### src/rtl/vga_pixel_out.sv
// VGA pixel output stage: unpacks 8-pixel FIFO words into 3-bit RGB and
// generates 640x480 sync timing from a divided pixel-rate enable.
module vga_pixel_out #(
  parameter int unsigned PIX_DIV = 2,
  parameter int unsigned H_VIS   = 640,
  parameter int unsigned H_FP    = 16,
  parameter int unsigned H_SYNC  = 96,
  parameter int unsigned H_BP    = 48,
  parameter int unsigned V_VIS   = 480,
  parameter int unsigned V_FP    = 10,
  parameter int unsigned V_SYNC  = 2,
  parameter int unsigned V_BP    = 33
) (
  input  logic        clk,
  input  logic        rst,
  input  logic        fifo_empty,
  input  logic [24:0] fifo_dout,
  output logic        fifo_ren,
  output logic        hsync,
  output logic        vsync,
  output logic [2:0]  rgb,
  output logic        active,
  output logic        underflow
);

  localparam int unsigned H_TOTAL  = H_VIS + H_FP + H_SYNC + H_BP;
  localparam int unsigned V_TOTAL  = V_VIS + V_FP + V_SYNC + V_BP;
  localparam int unsigned HW       = $clog2(H_TOTAL);
  localparam int unsigned VW       = $clog2(V_TOTAL);
  localparam int unsigned DW       = (PIX_DIV > 1) ? $clog2(PIX_DIV) : 1;
  localparam int unsigned HS_START = H_VIS + H_FP;
  localparam int unsigned HS_END   = HS_START + H_SYNC - 1;
  localparam int unsigned VS_START = V_VIS + V_FP;
  localparam int unsigned VS_END   = VS_START + V_SYNC - 1;

  typedef enum logic {IDLE, RUN} state_t;

  state_t        state;
  logic [DW-1:0] div_cnt;
  logic [HW-1:0] h_cnt;
  logic [VW-1:0] v_cnt;
  logic [20:0]   shreg;

  logic pix_tick_c;
  logic visible_c;
  logic load_c;
  logic hs_win_c;
  logic vs_win_c;
  logic unused_dout_msb;

  assign unused_dout_msb = fifo_dout[24];

  // Timing decode from the current counter position
  always_comb begin
    pix_tick_c = (state == RUN) && (div_cnt == DW'(PIX_DIV - 1));
    visible_c  = (h_cnt < HW'(H_VIS)) && (v_cnt < VW'(V_VIS));
    load_c     = pix_tick_c && visible_c && (h_cnt[2:0] == 3'd0);
    hs_win_c   = (h_cnt >= HW'(HS_START)) && (h_cnt <= HW'(HS_END));
    vs_win_c   = (v_cnt >= VW'(VS_START)) && (v_cnt <= VW'(VS_END));
  end

  // Pop must coincide with the capture edge since the FIFO is first-word-fall-through
  assign fifo_ren = load_c && !fifo_empty && !rst;

  always_ff @(posedge clk) begin
    if (rst) begin
      state     <= IDLE;
      div_cnt   <= '0;
      h_cnt     <= '0;
      v_cnt     <= '0;
      shreg     <= '0;
      hsync     <= 1'b1;
      vsync     <= 1'b1;
      rgb       <= 3'd0;
      active    <= 1'b0;
      underflow <= 1'b0;
    end else begin
      case (state)
        IDLE: begin
          if (!fifo_empty) state <= RUN;
        end
        RUN: begin
          div_cnt <= pix_tick_c ? '0 : div_cnt + DW'(1);
          if (pix_tick_c) begin
            if (h_cnt == HW'(H_TOTAL - 1)) begin
              h_cnt <= '0;
              v_cnt <= (v_cnt == VW'(V_TOTAL - 1)) ? '0 : v_cnt + VW'(1);
            end else begin
              h_cnt <= h_cnt + HW'(1);
            end
            hsync  <= !hs_win_c;
            vsync  <= !vs_win_c;
            active <= visible_c;
            if (load_c) begin
              // An empty slot is blanked for all 8 pixels rather than deferred
              if (!fifo_empty) begin
                rgb   <= fifo_dout[2:0];
                shreg <= fifo_dout[23:3];
              end else begin
                rgb       <= 3'd0;
                shreg     <= '0;
                underflow <= 1'b1;
              end
            end else if (visible_c) begin
              rgb   <= shreg[2:0];
              shreg <= {3'd0, shreg[20:3]};
            end else begin
              rgb <= 3'd0;
            end
          end
        end
        default: state <= IDLE;
      endcase
    end
  end

endmodule

### config.mk
export PLATFORM = sky130hd
export DESIGN_NAME = vga_pixel_out
export DESIGN_NICKNAME = d
export VERILOG_FILES = /design/src/rtl/vga_pixel_out.sv
export SDC_FILE = /design/constraint.sdc
export NUM_CORES = 1
export LEC_CHECK = 0
export CELL_PAD_IN_SITES_DETAIL_PLACEMENT = 1
export CELL_PAD_IN_SITES_GLOBAL_PLACEMENT = 1
export CORE_MARGIN = 1
export CORE_UTILIZATION = 41
export CTS_BUF_LIST = sky130_fd_sc_hd__clkbuf_16
export DETAILED_ROUTE_END_ITERATION = 16
export PLACE_DENSITY = 0.83
export SKIP_LAST_GASP = 1
export SYNTH_ARGS = -nofsm -noshare
export SYNTH_HDL_FRONTEND = slang
export SYNTH_SLANG_ARGS = --single-unit
### constraint.sdc
create_clock -name clk -period 1.95 [get_ports clk]
set_clock_uncertainty 0.1 [all_clocks]
set_input_delay 0.2925 -clock clk [delete_from_list [all_inputs] [get_ports clk]]
set_output_delay 0.2925 -clock clk [all_outputs]
set_load 0.02 [all_outputs]
Word-level counts from Yosys, hierarchy flattened
Index checks and enable logic that the tools add are counted.
Storage, ports and cells
  flip-flop bits (word level): 50
  bits of input ports: 28
  output and inout port bits: 8
  word-level logic and storage cells: 50
Cells by class
  add/subtract/negate cells: 3
  $lt $le $gt $ge: 6
  equality and inequality tests: 2
  multiplexer cells: 11
  reduce and logical (&&, ||, !) cells: 18
Operator list (number)
  2-to-1 mux 21 bit: 3
  adder 10 x 1 -> 10 bit (second input constant): 2
  == test 10 bit (second input constant): 2
  2-to-1 mux 10 bit: 2
  >= comparator 10 bit (second input constant): 1
  >= comparator 10 x 9 -> 1 bit (second input constant): 1
  <= comparator 10 bit (second input constant): 1
  <= comparator 10 x 9 -> 1 bit (second input constant): 1
  < comparator 10 bit (second input constant): 1
  < comparator 10 x 9 -> 1 bit (second input constant): 1
  2-to-1 mux 3 bit: 3
  logical AND 1 bit: 8
  AND reduction 3 bit: 2
  logical NOT 1 bit: 4
  AND reduction 4 bit: 1
  logical NOT 3 bit: 1
  2-to-1 mux 1 bit: 3
  AND reduction 2 bit: 1
  nonzero test 2 bit: 1
  adder 1 bit (second input constant): 1

Depth between registers and ports, before layout
  depth in word-level cells: 6
  gate-level depth with buffers: 8
  gate-level depth less buffers: 6

Least setup slack after synthesis
OpenSTA, ideal clock, no wires.
  path type: flip-flop to output port
  start point: register state
  end point: output fifo_ren
  arrival time: 1634 ps
  required time: 1558 ps
  setup slack: -77 ps
  cell stages (with the launch flop): 7
  path buffers: 3
  cell sequence: dfxtp_1 buf_4 nand2_2 or4b_1 buf_2 buf_6 nor4_4
Between the ends
  longest elaborated chain between the ends: 5
RTL lines
  start: declaration: RTL line 38  | state_t state;
  start signal: assignment: RTL line 67  | state <= IDLE;
  start signal: assignment: RTL line 80  | if (!fifo_empty) state <= RUN;
  start signal: assignment: RTL line 112  | default: state <= IDLE;
  logical AND 1 bit: RTL line 55  | pix_tick_c = (state == RUN) && (div_cnt == DW'(PIX_DIV - 1));
  logical AND 1 bit (2 in series): RTL line 57  | load_c = pix_tick_c && visible_c && (h_cnt[2:0] == 3'd0);
  logical AND 1 bit (2 in series): RTL line 63  | assign fifo_ren = load_c && !fifo_empty && !rst;
  end: declaration: RTL line 18  | output logic fifo_ren,
No other way between the ends.

Worst setup path in the final report
  start point: register v_cnt[8]
  end point: output fifo_ren
Between the ends
  longest elaborated chain between the ends: 6
RTL lines
  start: declaration: RTL line 41  | logic [VW-1:0] v_cnt;
  start signal: assignment: RTL line 87  | v_cnt <= (v_cnt == VW'(V_TOTAL - 1)) ? '0 : v_cnt + VW'(1);
  < comparator 10 x 9 -> 1 bit: RTL line 56  | visible_c = (h_cnt < HW'(H_VIS)) && (v_cnt < VW'(V_VIS));
  logical AND 1 bit: RTL line 56
  logical AND 1 bit (2 in series): RTL line 57
  logical AND 1 bit (2 in series): RTL line 63
No other way between the ends.

==> results.toml <==
[outcome]
status = "finished with violations"
violations = "negative setup slack"

[critical_path]
criticalPathCategory = "reg2out"
reg2reg_to = "shreg[11]"
worstSetupStartpoint = "v_cnt[8]"
reg2reg_slack_ps = 80
cp_slowest_cell = "or4b_4"
path_delay_family = "simple AND/OR/NAND/NOR gates"
path_cells = "and4_4, or4b_4, nor4_4, buf_4"
worst-path-max-fanout = 2
path_buf_inv = 1
slowest_delay_ps = 510
crit_arrival_ps = 1650
r2r_start = "v_cnt[8]"
r2r_cells = 5
required_ps = 1560
path_depth = 4
cp-start-kind = "flip-flop"
end_kind = "primary output"
crit_end = "fifo_ren"

[placed_design]
place_inst = 412
post-place-ws_ps = -307
dp_hpwl_um = 4990
gp_congestion = 0.814
io_buffer_count = 34

[synth]
synth.avg_cell_area_um2 = 8.63
synthTopCellsByArea = "dfxtp_1, a211oi_2, nor2_1, nor3b_1, nor3_1"
synth_compound_area_share_pct = 15.8
ys_warn_count = 0
synthAdderAreaFrac_pct = 1.99
ys_seq_area_share_pct = 39.7
synthMuxAreaShare_pct = 0
synth_nets = 324
ys_ff_latch = 50
synth_commonest_cells = "dfxtp_1, nor2_1, nor3_1"
yosysTopAreaCell = "dfxtp_1"
synth-xor-area-share_pct = 3.83
synthArstFlopShare_pct = 0
synthDistinctLibCells = 41
synth_top_family_by_area = "simple AND/OR/NAND/NOR gates"
ys.flop_type = "dfxtp_1"
synth_edf_count = 0
syn_area_um2 = 2520
syn_inst = 292
yosys.area_share.simple_pct = 33.1
synth_most_common_cell = "dfxtp_1"
yosys.area.top_type_share_pct = 39.7

[routing]
drt_iter0_drc = 93
vias = 2412
remaining_drc_errors = 0
routed_wl_um = 7570
vias_per_cell = 5.73
dr.pass1.iters = 4
detail-route-antenna-nets = 0
wire_per_inst_um = 18.0

[pwr]
p_leak_nw = 1.18
cellPowerDensity_nw_per_um2 = 694
finalPower_mw = 2.30
vdd.ir_drop.worst_uv = 418

[die]
fp.dieArea_um2 = 6460
start_util_pct = 42.5
fp-row-count = 28
fp.dieH_um = 80.4
core_area_um2 = 5920
io_pins = 36
die_x_um = 80.4

[layout]
finalNonFillerCells = 421
fin_nets = 377
syn2layout_area_growth_pct = 31.4
antenna_cells = 0
drive_gt1_share_pct = 20.8

[clock_network]
cts-root-buf = "clkbuf_16"
cts_buffers = 5
cts_tree = "done"
cts.path.max_buffers = 2
clkLatencyLatePin_ps = 300
cts_sinks = 50
cts-htree-levels = 2
clkTransAtPathRegs_ps = 80

[global_route]
grt_pass1_wl_um = 12100
grt_pass1_vias = 2468
grt_max_degree = 42
grt_usage_pct = 24.7
antenna_found_initial = 0
grt-ovfl-total = 0

[sta]
slew_headroom_pct = 71.8
period_minus_slack_ps = 2040
maxSlewViolCount = 0
setup_viol = 1
period_share_pct = 105
fmax_ghz = 0.489
rsz0062_at_grt = "true"
finalHoldViolCount = 0
tightest_slew_ps = 423
worst_slack_ps = -93.2

[min_path]
worstHoldStart = "vsync"
hp-class = "reg2reg"

[job]
drv_cap = 0
## worst register-to-register path, delay by kind of cell, from the launching register on
kind / cells / cell delay, ps
AOI/OAI and AO/OA: 1 / 250
and+or+nand+nor: 3 / 800
buffers and inverters: 1 / 270
DFF: 1 / 330
## sequential cells by signal, indices dropped and copies added, names as in the netlist
signal,count
h_cnt,10
hsync,1
rgb,3
underflow,1
v_cnt,10
state,1
shreg,21
div_cnt,1
vsync,1
active,1
## layout make-up
class,count,area [um^2]
fill,690,2610
clock buffer,5,125
inverter,7,26.3
sequential,50,1000
tap,75,93.8
clock inverter,3,28.8
multi-input combinational,212,1430
timing repair buffer,69,604
## power by group
part           internal [mW]  switching (mW)  total, mW
clock                  0.490           0.434      0.925
sequential              1.06          0.0286       1.08
combinational          0.138           0.153      0.291
## cell usage in the layout (no fill, tap or decap), types with 9 or more instances in the layout
| cell type | netlist | final |
|---|---|---|
| a211oi_2 | 12 | 15 |
| buf_4 | 1 | 35 |
| nand2_1 | 12 | 12 |
| a21oi_1 | 19 | 19 |
| nand4_1 | 9 | 9 |
| dfxtp_1 | 50 | 49 |
| nor3b_1 | 18 | 18 |
| clkdlybuf4s50_1 | 0 | 33 |
| nand3_1 | 14 | 14 |
| nor3_1 | 22 | 22 |
| nor2_1 | 39 | 39 |
## timing repair
item,4_1_cts,5_1_grt
resized for setup,7,8
setup endpoints to repair,6,20
pin swaps,1,1
hold buffers,0,0
buffers inserted,0,1
## layer usage
metal | wire (um) | track usage [%]
met1 | 3280 | 30.4
met3 | 203 | 3.86
met4 | 155 | 7.86
met5 | 0 | 0
met2 | 3930 | 43.4
## worst min path at each step
stage,to,cells past startpoint
after floorplan,shreg[18],2
after global placement,active,2
after detailed placement,shreg[18],2
after CTS,shreg[18],2
after global routing,shreg[19],2
final,vsync,1
## metrics by stage
stage	utilization, %	cell area (um^2)	setup TNS [ps]	hold WS, ps
2_1_floorplan	-	2530	0	333
3_3_place_gp	52.6	3110	-289	341
3_5_place_dp	52.6	3110	-456	359
4_1_cts	55.2	3270	-103	371
5_1_grt	55.9	3310	-147	400
6_report	55.9	3310	-93.2	377
## cells by family after synthesis
group	Yosys count
AND/OR/NAND/NOR	144
buffers and inverters	30
AO/OA/AOI/OAI	53
adder cells (fa/ha/maj)	4
flip-flops	50
XOR/XNOR	11
(Power assumes the default switching activity.)
